**config.mk**
```make
export PLATFORM = sky130hd
export DESIGN_NAME = scoreboard_register_file_flat
export DESIGN_NICKNAME = d
export VERILOG_FILES = /design/src/rtl/scoreboard_register_file_pkg.sv /design/src/rtl/scoreboard_register_file_if.sv /design/src/rtl/scoreboard_register_file_scoreboard.sv /design/src/rtl/scoreboard_register_file.sv /design/src/flat_wrapper.sv
export SDC_FILE = /design/constraint.sdc
export NUM_CORES = 1
export LEC_CHECK = 0
export ABC_AREA = 1
export BUFFER_PORTS_ARGS = -buffer_cell sky130_fd_sc_hd__clkbuf_2
export CORE_AREA = 2 2 92 94
export CTS_BUF_LIST = sky130_fd_sc_hd__clkbuf_4 sky130_fd_sc_hd__clkbuf_8
export DETAILED_ROUTE_END_ITERATION = 8
export DIE_AREA = 0 0 94 96
export GPL_ROUTABILITY_DRIVEN = 0
export PLACE_DENSITY_LB_ADDON = 0.12
export SLEW_MARGIN = 20
export SYNTH_ARGS = -nofsm -noshare
export SYNTH_HDL_FRONTEND = slang
export SYNTH_SLANG_ARGS = --single-unit
```
**constraint.sdc**
```tcl
create_clock -name CLK -period 2.6 [get_ports CLK]
set_input_delay 0.26 -clock CLK [delete_from_list [all_inputs] [get_ports CLK]]
set_output_delay 0.26 -clock CLK [all_outputs]
set_load 0.01 [all_outputs]
```
**src/rtl/scoreboard_register_file_pkg.sv**
```systemverilog
// rtl/scoreboard_register_file_pkg.sv - shared constants for the scoreboarded register file
package reg_file_pkg;

    localparam int DEFAULT_WIDTH = 8;
    localparam int DEFAULT_DEPTH = 8;

    localparam logic [DEFAULT_WIDTH-1:0] ZERO_WORD = '0;

    typedef enum logic [2:0] {
        REG0 = 3'd0,
        REG1 = 3'd1,
        REG2 = 3'd2,
        REG3 = 3'd3,
        REG4 = 3'd4,
        REG5 = 3'd5,
        REG6 = 3'd6,
        REG7 = 3'd7
    } reg_idx_e;

endpackage

```
**src/rtl/scoreboard_register_file_if.sv**
```systemverilog
// rtl/scoreboard_register_file_if.sv - controller-facing read/write/reserve bundle of the register file
interface scoreboard_register_file_if
    import reg_file_pkg::*;
#(
    parameter int WIDTH = DEFAULT_WIDTH,
    parameter int DEPTH = DEFAULT_DEPTH
);

    localparam int ADDR_W = $clog2(DEPTH);
    localparam int CNT_W  = $clog2(DEPTH + 1);

    logic [ADDR_W-1:0] SA;
    logic [ADDR_W-1:0] SB;
    logic              USE_A;
    logic              USE_B;
    logic [WIDTH-1:0]  Data_A;
    logic [WIDTH-1:0]  Data_B;
    logic              LD;
    logic [ADDR_W-1:0] DR;
    logic [WIDTH-1:0]  Din;
    logic              RSV;
    logic [ADDR_W-1:0] RSV_DR;
    logic              Busy_A;
    logic              Busy_B;
    logic              Stall;
    logic [DEPTH-1:0]  Busy_mask;
    logic [CNT_W-1:0]  Pending;
    logic              ERR;

    modport master (
        output SA, SB, USE_A, USE_B, LD, DR, Din, RSV, RSV_DR,
        input  Data_A, Data_B, Busy_A, Busy_B, Stall, Busy_mask, Pending, ERR
    );

    modport slave (
        input  SA, SB, USE_A, USE_B, LD, DR, Din, RSV, RSV_DR,
        output Data_A, Data_B, Busy_A, Busy_B, Stall, Busy_mask, Pending, ERR
    );

endinterface

```
**src/rtl/scoreboard_register_file_scoreboard.sv**
```systemverilog
// rtl/scoreboard_register_file_scoreboard.sv - per-entry busy bits, pending count and sticky WAW error
module reg_scoreboard
    import reg_file_pkg::*;
#(
    parameter  int DEPTH  = DEFAULT_DEPTH,
    localparam int ADDR_W = $clog2(DEPTH),
    localparam int CNT_W  = $clog2(DEPTH + 1)
) (
    input  logic              CLK,
    input  logic              RESET,
    input  logic              LD,
    input  logic [ADDR_W-1:0] DR,
    input  logic              RSV,
    input  logic [ADDR_W-1:0] RSV_DR,
    output logic [DEPTH-1:0]  Busy_mask,
    output logic [CNT_W-1:0]  Pending,
    output logic              ERR
);

    logic [DEPTH-1:0] busy_q;
    logic [DEPTH-1:0] ld_hit;
    logic [DEPTH-1:0] rsv_hit;
    logic [CNT_W-1:0] pending_q;
    logic             err_q;
    logic             inc;
    logic             dec;
    logic             waw;

    // One-hot decodes; out-of-range indices simply match no entry
    always_comb begin
        ld_hit  = '0;
        rsv_hit = '0;
        for (int i = 0; i < DEPTH; i++) begin
            ld_hit[i]  = LD  && (DR     == ADDR_W'(i));
            rsv_hit[i] = RSV && (RSV_DR == ADDR_W'(i));
        end
    end

    // A same-index write+reserve on a busy entry is net zero: the reservation wins
    assign inc = |(rsv_hit & ~busy_q);
    assign dec = |(ld_hit & busy_q & ~rsv_hit);
    assign waw = |(rsv_hit & busy_q & ~ld_hit);

    always_ff @(posedge CLK or negedge RESET) begin
        if (!RESET) begin
            busy_q    <= '0;
            pending_q <= '0;
            err_q     <= 1'b0;
        end else begin
            busy_q    <= (busy_q & ~ld_hit) | rsv_hit;
            pending_q <= pending_q + CNT_W'(inc) - CNT_W'(dec);
            err_q     <= err_q | waw;
        end
    end

    assign Busy_mask = busy_q;
    assign Pending   = pending_q;
    assign ERR       = err_q;

endmodule

```
**src/rtl/scoreboard_register_file.sv**
```systemverilog
// rtl/scoreboard_register_file.sv - 2R1W register file with busy scoreboard; REGFILE_BYPASS_EN forwards Din to reads
module scoreboard_register_file
    import reg_file_pkg::*;
#(
    parameter int WIDTH = DEFAULT_WIDTH,
    parameter int DEPTH = DEFAULT_DEPTH
) (
    input  logic CLK,
    input  logic RESET,
    scoreboard_register_file_if.slave rf
);

    localparam int ADDR_W = $clog2(DEPTH);
    localparam int CNT_W  = $clog2(DEPTH + 1);

    logic [WIDTH-1:0] mem [DEPTH];
    logic [DEPTH-1:0] busy_mask;
    logic [CNT_W-1:0] pending;
    logic             err;
    logic [WIDTH-1:0] data_a;
    logic [WIDTH-1:0] data_b;
    logic             busy_a;
    logic             busy_b;

    reg_scoreboard #(.DEPTH(DEPTH)) u_scoreboard (
        .CLK       (CLK),
        .RESET     (RESET),
        .LD        (rf.LD),
        .DR        (rf.DR),
        .RSV       (rf.RSV),
        .RSV_DR    (rf.RSV_DR),
        .Busy_mask (busy_mask),
        .Pending   (pending),
        .ERR       (err)
    );

    always_ff @(posedge CLK or negedge RESET) begin
        if (!RESET) begin
            for (int i = 0; i < DEPTH; i++) begin
                mem[i] <= '0;
            end
        end else begin
            for (int i = 0; i < DEPTH; i++) begin
                if (rf.LD && (rf.DR == ADDR_W'(i))) begin
                    mem[i] <= rf.Din;
                end
            end
        end
    end

`ifdef REGFILE_BYPASS_EN
    logic ld_valid;

    always_comb begin
        ld_valid = 1'b0;
        for (int i = 0; i < DEPTH; i++) begin
            if (rf.LD && (rf.DR == ADDR_W'(i))) begin
                ld_valid = 1'b1;
            end
        end
    end
`endif

    // Index >= DEPTH matches no entry and therefore reads zero and not busy
    always_comb begin
        data_a = '0;
        data_b = '0;
        busy_a = 1'b0;
        busy_b = 1'b0;
        for (int i = 0; i < DEPTH; i++) begin
            if (rf.SA == ADDR_W'(i)) begin
                data_a = mem[i];
                busy_a = busy_mask[i];
            end
            if (rf.SB == ADDR_W'(i)) begin
                data_b = mem[i];
                busy_b = busy_mask[i];
            end
        end
`ifdef REGFILE_BYPASS_EN
        if (ld_valid && (rf.DR == rf.SA)) begin
            data_a = rf.Din;
            busy_a = 1'b0;
        end
        if (ld_valid && (rf.DR == rf.SB)) begin
            data_b = rf.Din;
            busy_b = 1'b0;
        end
`endif
    end

    assign rf.Data_A    = data_a;
    assign rf.Data_B    = data_b;
    assign rf.Busy_A    = busy_a;
    assign rf.Busy_B    = busy_b;
    assign rf.Stall     = (rf.USE_A & busy_a) | (rf.USE_B & busy_b);
    assign rf.Busy_mask = busy_mask;
    assign rf.Pending   = pending;
    assign rf.ERR       = err;

endmodule
```
**src/flat_wrapper.sv**
```systemverilog
// flat-port wrapper written by rule: the top's interface ports become plain ports
module scoreboard_register_file_flat import reg_file_pkg::*;
#(
    parameter int WIDTH = DEFAULT_WIDTH,
    parameter int DEPTH = DEFAULT_DEPTH
)
  (CLK, RESET, rf_SA, rf_SB, rf_USE_A, rf_USE_B, rf_LD, rf_DR, rf_Din, rf_RSV, rf_RSV_DR, rf_Data_A, rf_Data_B, rf_Busy_A, rf_Busy_B, rf_Stall, rf_Busy_mask, rf_Pending, rf_ERR);
  scoreboard_register_file_if #(.WIDTH(WIDTH), .DEPTH(DEPTH)) rf_i ();
  input  logic CLK;
  input  logic RESET;
  input wire logic [$bits(rf_i.SA)-1:0] rf_SA;
  input wire logic [$bits(rf_i.SB)-1:0] rf_SB;
  input wire logic [$bits(rf_i.USE_A)-1:0] rf_USE_A;
  input wire logic [$bits(rf_i.USE_B)-1:0] rf_USE_B;
  input wire logic [$bits(rf_i.LD)-1:0] rf_LD;
  input wire logic [$bits(rf_i.DR)-1:0] rf_DR;
  input wire logic [$bits(rf_i.Din)-1:0] rf_Din;
  input wire logic [$bits(rf_i.RSV)-1:0] rf_RSV;
  input wire logic [$bits(rf_i.RSV_DR)-1:0] rf_RSV_DR;
  output wire logic [$bits(rf_i.Data_A)-1:0] rf_Data_A;
  output wire logic [$bits(rf_i.Data_B)-1:0] rf_Data_B;
  output wire logic [$bits(rf_i.Busy_A)-1:0] rf_Busy_A;
  output wire logic [$bits(rf_i.Busy_B)-1:0] rf_Busy_B;
  output wire logic [$bits(rf_i.Stall)-1:0] rf_Stall;
  output wire logic [$bits(rf_i.Busy_mask)-1:0] rf_Busy_mask;
  output wire logic [$bits(rf_i.Pending)-1:0] rf_Pending;
  output wire logic [$bits(rf_i.ERR)-1:0] rf_ERR;
  assign rf_i.SA = rf_SA;
  assign rf_i.SB = rf_SB;
  assign rf_i.USE_A = rf_USE_A;
  assign rf_i.USE_B = rf_USE_B;
  assign rf_i.LD = rf_LD;
  assign rf_i.DR = rf_DR;
  assign rf_i.Din = rf_Din;
  assign rf_i.RSV = rf_RSV;
  assign rf_i.RSV_DR = rf_RSV_DR;
  assign rf_Data_A = rf_i.Data_A;
  assign rf_Data_B = rf_i.Data_B;
  assign rf_Busy_A = rf_i.Busy_A;
  assign rf_Busy_B = rf_i.Busy_B;
  assign rf_Stall = rf_i.Stall;
  assign rf_Busy_mask = rf_i.Busy_mask;
  assign rf_Pending = rf_i.Pending;
  assign rf_ERR = rf_i.ERR;
  scoreboard_register_file #(.WIDTH(WIDTH), .DEPTH(DEPTH)) u_core (.CLK(CLK), .RESET(RESET), .rf(rf_i));
endmodule
```
# [Word level (Yosys, flattened, before mapping)]
# Index checks and enable logic that the tools add are counted.
[classes] addsub=2 multipliers=0 div=0 n_lt_le_gt_ge=0 eq_ne=28 n_shift=0 mux=32 bitwise_logic=14 reduce_logical=23
[op_table] cell="$mux 8" count=16
[op_table] cell="$and 8x8->8" count=6
[op_table] cell="$eq 3x3->1 const B" count=16
[op_table] cell="$eq 3x2->1 const B" count=8
[op_table] cell="$not 8->8" count=3
[op_table] cell="$reduce_or 8->1" count=3
[op_table] cell="$logic_and 1x1->1" count=16
[op_table] cell="$mux 1" count=16
[op_table] cell="$eq 3x1->1 const B" count=4
[op_table] cell="$logic_not 3->1" count=4
[op_table] cell="$or 8x8->8" count=1
[op_table] cell="$add 4x1->4" count=1
[op_table] cell="$sub 4x1->4" count=1
[op_table] cell="$and 1x1->1" count=2
[op_table] cell="$or 1x1->1" count=2
[totals] ff_bits=77 latchBits=0 mem_bits_rw=0 mem_bits_ro=0 inputBits=26 output_inout_bits=32 memories=0

# [Depth between registers and ports, before layout]
[depth] ltp_word=11 depth_mapped=14 depth_no_buf=14

# [Cells and area by module]
# From an unflattened synthesis, not the netlist that was laid out.
[hier_totals] cells_unflattened=606 area_unflattened_um2=4463.0
[by_module_without_submodules] mod="scoreboard_register_file" n_inst=1 cells_per_inst=468 area_each_um2=3520.9 seq_area_each_um2=1601.5
[by_module_without_submodules] mod="reg_scoreboard" n_inst=1 cells_per_inst=138 area_each_um2=942.2 seq_area_each_um2=325.3

# [Worst setup path before layout]
# OpenSTA, ideal clock, no wires.
[synth_path] kind="register to register" from="register u_core.u_scoreboard.busy_q[3] (netlist: u_core.u_scoreboard.Busy_mask[3])" to="register u_core.u_scoreboard.pending_q[2] (netlist: u_core.u_scoreboard.Pending[2])" setup_ns=0.123 arrival_time_ns=1.882 setup_slack_ns=0.595 stages_incl_launch_ff=11 period_less_slack_ns=2.005 cell_sequence="dfrtp_1 -> inv_1 -> nand2_1 -> o21ai_0 -> nor4_1 -> ha_1 -> inv_1 -> ha_1 -> inv_1 -> fa_1 -> xnor2_1"
[synth_between] elab_chain_len=5
[synth_lines] item="start: declaration" line_no="scoreboard_register_file_scoreboard.sv:20" source="logic [DEPTH-1:0] busy_q;"
[synth_lines] item="start signal: assignment" line_no="scoreboard_register_file_scoreboard.sv:50" source="busy_q <= (busy_q & ~ld_hit) | rsv_hit;"
[synth_lines] item="$not 8->8" line_no="scoreboard_register_file_scoreboard.sv:40" source="assign inc = |(rsv_hit & ~busy_q);"
[synth_lines] item="$and 8x8->8" line_no="scoreboard_register_file_scoreboard.sv:40"
[synth_lines] item="$reduce_or 8->1" line_no="scoreboard_register_file_scoreboard.sv:40"
[synth_lines] item="$add 4x1->4" line_no="scoreboard_register_file_scoreboard.sv:51" source="pending_q <= pending_q + CNT_W'(inc) - CNT_W'(dec);"
[synth_lines] item="$sub 4x1->4 *" line_no="scoreboard_register_file_scoreboard.sv:51"
[synth_lines] item="end signal: assignment" line_no="scoreboard_register_file_scoreboard.sv:51"
[synth_lines] item="end: declaration" line_no="scoreboard_register_file_scoreboard.sv:23" source="logic [CNT_W-1:0] pending_q;"
# Mark *: on every way between the ends. The rest lies on a longest branch, timed or not.
# A chain may end at the register's enable or synchronous reset.

# [Worst setup path in the final report]
# Same ends and word-level chain as after synthesis.

==> impl_metrics.env <==
export IMPL_drt_iter0_markers=359
export IMPL_yosys_most_used_dff="dfrtp_1"
export IMPL_synth_top_area_share_pct=44.9
export IMPL_cp_slowest_stage_delay_ns=0.50
export IMPL_slew_viol_final=0
export IMPL_powerDensity_nw_per_um2=729
export IMPL_syn2layout_area_growth_pct=14.6
export IMPL_ctsHtreeMaxLevel=3
export IMPL_cts_tree="built"
export IMPL_synth_compound_area_share_pct=13.4
export IMPL_grt_pass1_wl_um=19100
export IMPL_criticalPathCategory="flop to flop"
export IMPL_clk_pin_slew_ns=0.07
export IMPL_outcome="completed"
export IMPL_cts_path_max_buffers=2
export IMPL_skew_ns=0.00754
export IMPL_cts_hold_fix_buffers=0
export IMPL_seqCellArea_um2=1930
export IMPL_min_period_ns=2.28
export IMPL_worst_pin_slew_ns=0.969
export IMPL_cpMostUsedCell="inv_1"
export IMPL_wl_um=11800
export IMPL_post_cts_resize_count=0
export IMPL_core_rowCount=33
export IMPL_seq_area_frac_synth_pct=44.9
export IMPL_vdd_drop_max_mv=0.409
export IMPL_numClockSinks=77
export IMPL_yosys_area_share_simple_pct=31.9
export IMPL_worstPathRequired_ns=2.83
export IMPL_antenna_found_initial=0
export IMPL_multi_input_area_um2=2040
export IMPL_setup_viol=0
export IMPL_yosys_area_share_adder_pct=1.63
export IMPL_maxCapViolations=0
export IMPL_slew_headroom_pct=35.4
export IMPL_syn_cell_area_um2=4290
export IMPL_max_freq_ghz=0.439
export IMPL_die_y_um=96
export IMPL_synthMuxAreaShare_pct=0
export IMPL_synth_seq_cells=77
export IMPL_dieArea_um2=9020
export IMPL_die_x_um=94
export IMPL_period_share_pct=87.6
export IMPL_synthTopCellsByCount="nand2_1, dfrtp_1, o21ai_0"
export IMPL_crit_path_start_kind="flop"
export IMPL_p_leak_nw=2.36
export IMPL_nets=667
export IMPL_grt_total_usage_pct=27.6
export IMPL_dr_total_vias=4214
export IMPL_async_reset_ff_share_pct=100
export IMPL_synth_enable_flop_cells=0
export IMPL_n_fill_cell=768
export IMPL_postLayoutCoreUtil_pct=61.1
export IMPL_synthTopCellsByArea="dfrtp_1, nand2_1, o21ai_0"
export IMPL_synth_top_family_by_area="simple AND/OR/NAND/NOR gates"
export IMPL_netlist_instances=574
export IMPL_coreArea_um2=8050
export IMPL_grt_pass1_vias=3776
export IMPL_arrival_ns=2.51
export IMPL_syn_area_per_cell_um2=7.48
export IMPL_antenna_cells=0
export IMPL_cpMaxStageDelayCell="dfrtp_1"
export IMPL_rsz0062_at_grt="no"
export IMPL_grt_max_degree=78
export IMPL_drive_gt1_share_pct=15.6
export IMPL_yosysMostFrequentCell="nand2_1"
export IMPL_hold_violations=0
export IMPL_ioPinCount=58
export IMPL_post_cts_setup_buffers=0
export IMPL_synth_cell_types=33
export IMPL_cts_made_buffers=9
export IMPL_crit_chain="inv_1 > nand2_1 > o21ai_0 > nor4_1 > ha_1 > inv_1 > ha_1 > inv_1 > fa_1 > xnor2_1"
export IMPL_place_area_um2=4690
export IMPL_drtPass1Iterations=6
export IMPL_ys_warn_count=0
export IMPL_hold_class="input port to asynchronous set/reset pin"
export IMPL_finalSetupTns_ns=0
export IMPL_portBuffers=57
export IMPL_routed_via_density=5.65
export IMPL_crit_fanout=6
export IMPL_clk_latency_ns=0.35
export IMPL_synth_fp_nets=605
export IMPL_fin_total_pwr_w=0.00359
export IMPL_routedWlPerCell_um=15.8
export IMPL_ant_nets=0
export IMPL_initial_utilization_pct=53.3
export IMPL_worstSetupStartpoint="u_core.u_scoreboard.Busy_mask[3]"
export IMPL_clockRootBuffer="clkbuf_8"
export IMPL_drc=0
export IMPL_synthXorXnorAreaFrac_pct=0.612
export IMPL_crit_path_end_kind="flop"
export IMPL_final_area_um2=4920
export IMPL_dp_hpwl_um=8600
export IMPL_gr_total_overflow=0
export IMPL_reg2reg_from="u_core.u_scoreboard.Busy_mask[3]"
export IMPL_yosysTopAreaCell="dfrtp_1"
cell families after synthesis:
family | Yosys count
simple gates | 304
compound gates | 103
buf+inv | 82
fa+ha+maj | 5
flops | 77
xor+xnor | 3
metal layers:
layer	routed length (um)	GRT usage, %	vias up
met4	209	7.61	0
met2	5230	42.7	210
met1	5390	41.0	1949
met5	0	0	-
met3	968	3.76	25
li1	-	-	2030
worst max-delay path: cells and delay by family (launching register included):
kind	cells	cell delay (ns)
AOI/OAI and AO/OA	1	0.08
xor gates and xnor gates	1	0.14
adders and majority gates	3	0.80
buffers and inverters	3	0.21
DFF	1	0.50
and+or+nand+nor	2	0.43
power breakdown:
part / total, W / switching, W / internal, W
sequential: 0.00166 / 0.000207 / 0.00145
clock: 0.00103 / 0.000466 / 0.000561
combinational: 0.000900 / 0.000552 / 0.000348
per-stage QoR:
step | hold WS, ns | cells | setup WS, ns
after floorplan | -0.0356 | 574 | 0.595
after CTS | 0.106 | 746 | 0.366
after detailed placement | 0.474 | 730 | 0.294
after global routing | 0.135 | 746 | 0.240
after global placement | 0.466 | 730 | 0.386
final | 0.0504 | 746 | 0.323
final timing paths:
| check | end | slack (ns) | cells past startpoint |
|---|---|---|---|
| min in group CLK | u_core.mem[52] | 0.12 | 3 |
| hold / removal | u_core.u_scoreboard.Busy_mask[2] | 0.05 | 1 |
| setup reg to reg | u_core.u_scoreboard.Pending[2] | 0.32 | 10 |
| hold reg to reg | u_core.mem[24] | 0.49 | 2 |
| max in group asynchronous | u_core.mem[27] | 1.91 | 1 |
| setup / recovery | u_core.u_scoreboard.Pending[2] | 0.32 | 10 |
placed cells by master, fill, tap and decap left out, types with 6 or more instances in the layout:
master	n
a21oi_1	12
buf_4	6
clkbuf_2	56
clkbuf_8	9
dfrtp_1	77
inv_1	62
inv_2	6
nand2_1	174
nand3_1	33
nand4_1	24
nor2_1	49
nor3_1	8
nor3_4	6
o2111ai_1	11
o21ai_0	66
o22ai_1	7
flip-flops by register name, summed over array words and instances (netlist names):
| signal | flops |
|---|---|
| u_core.u_scoreboard.ERR | 1 |
| u_core.mem | 64 |
| u_core.u_scoreboard.Busy_mask | 8 |
| u_core.u_scoreboard.Pending | 4 |
cell type report:
type,instances,share of cell area (%)
Sequential cell,77,39.2
Clock inverter,6,1.96
Tap cell,105,2.67
Clock buffer,10,2.67
Timing Repair Buffer,62,6.61
Multi-Input combinational cell,415,41.5
Inverter,71,5.47
(Power assumes the default switching activity.)
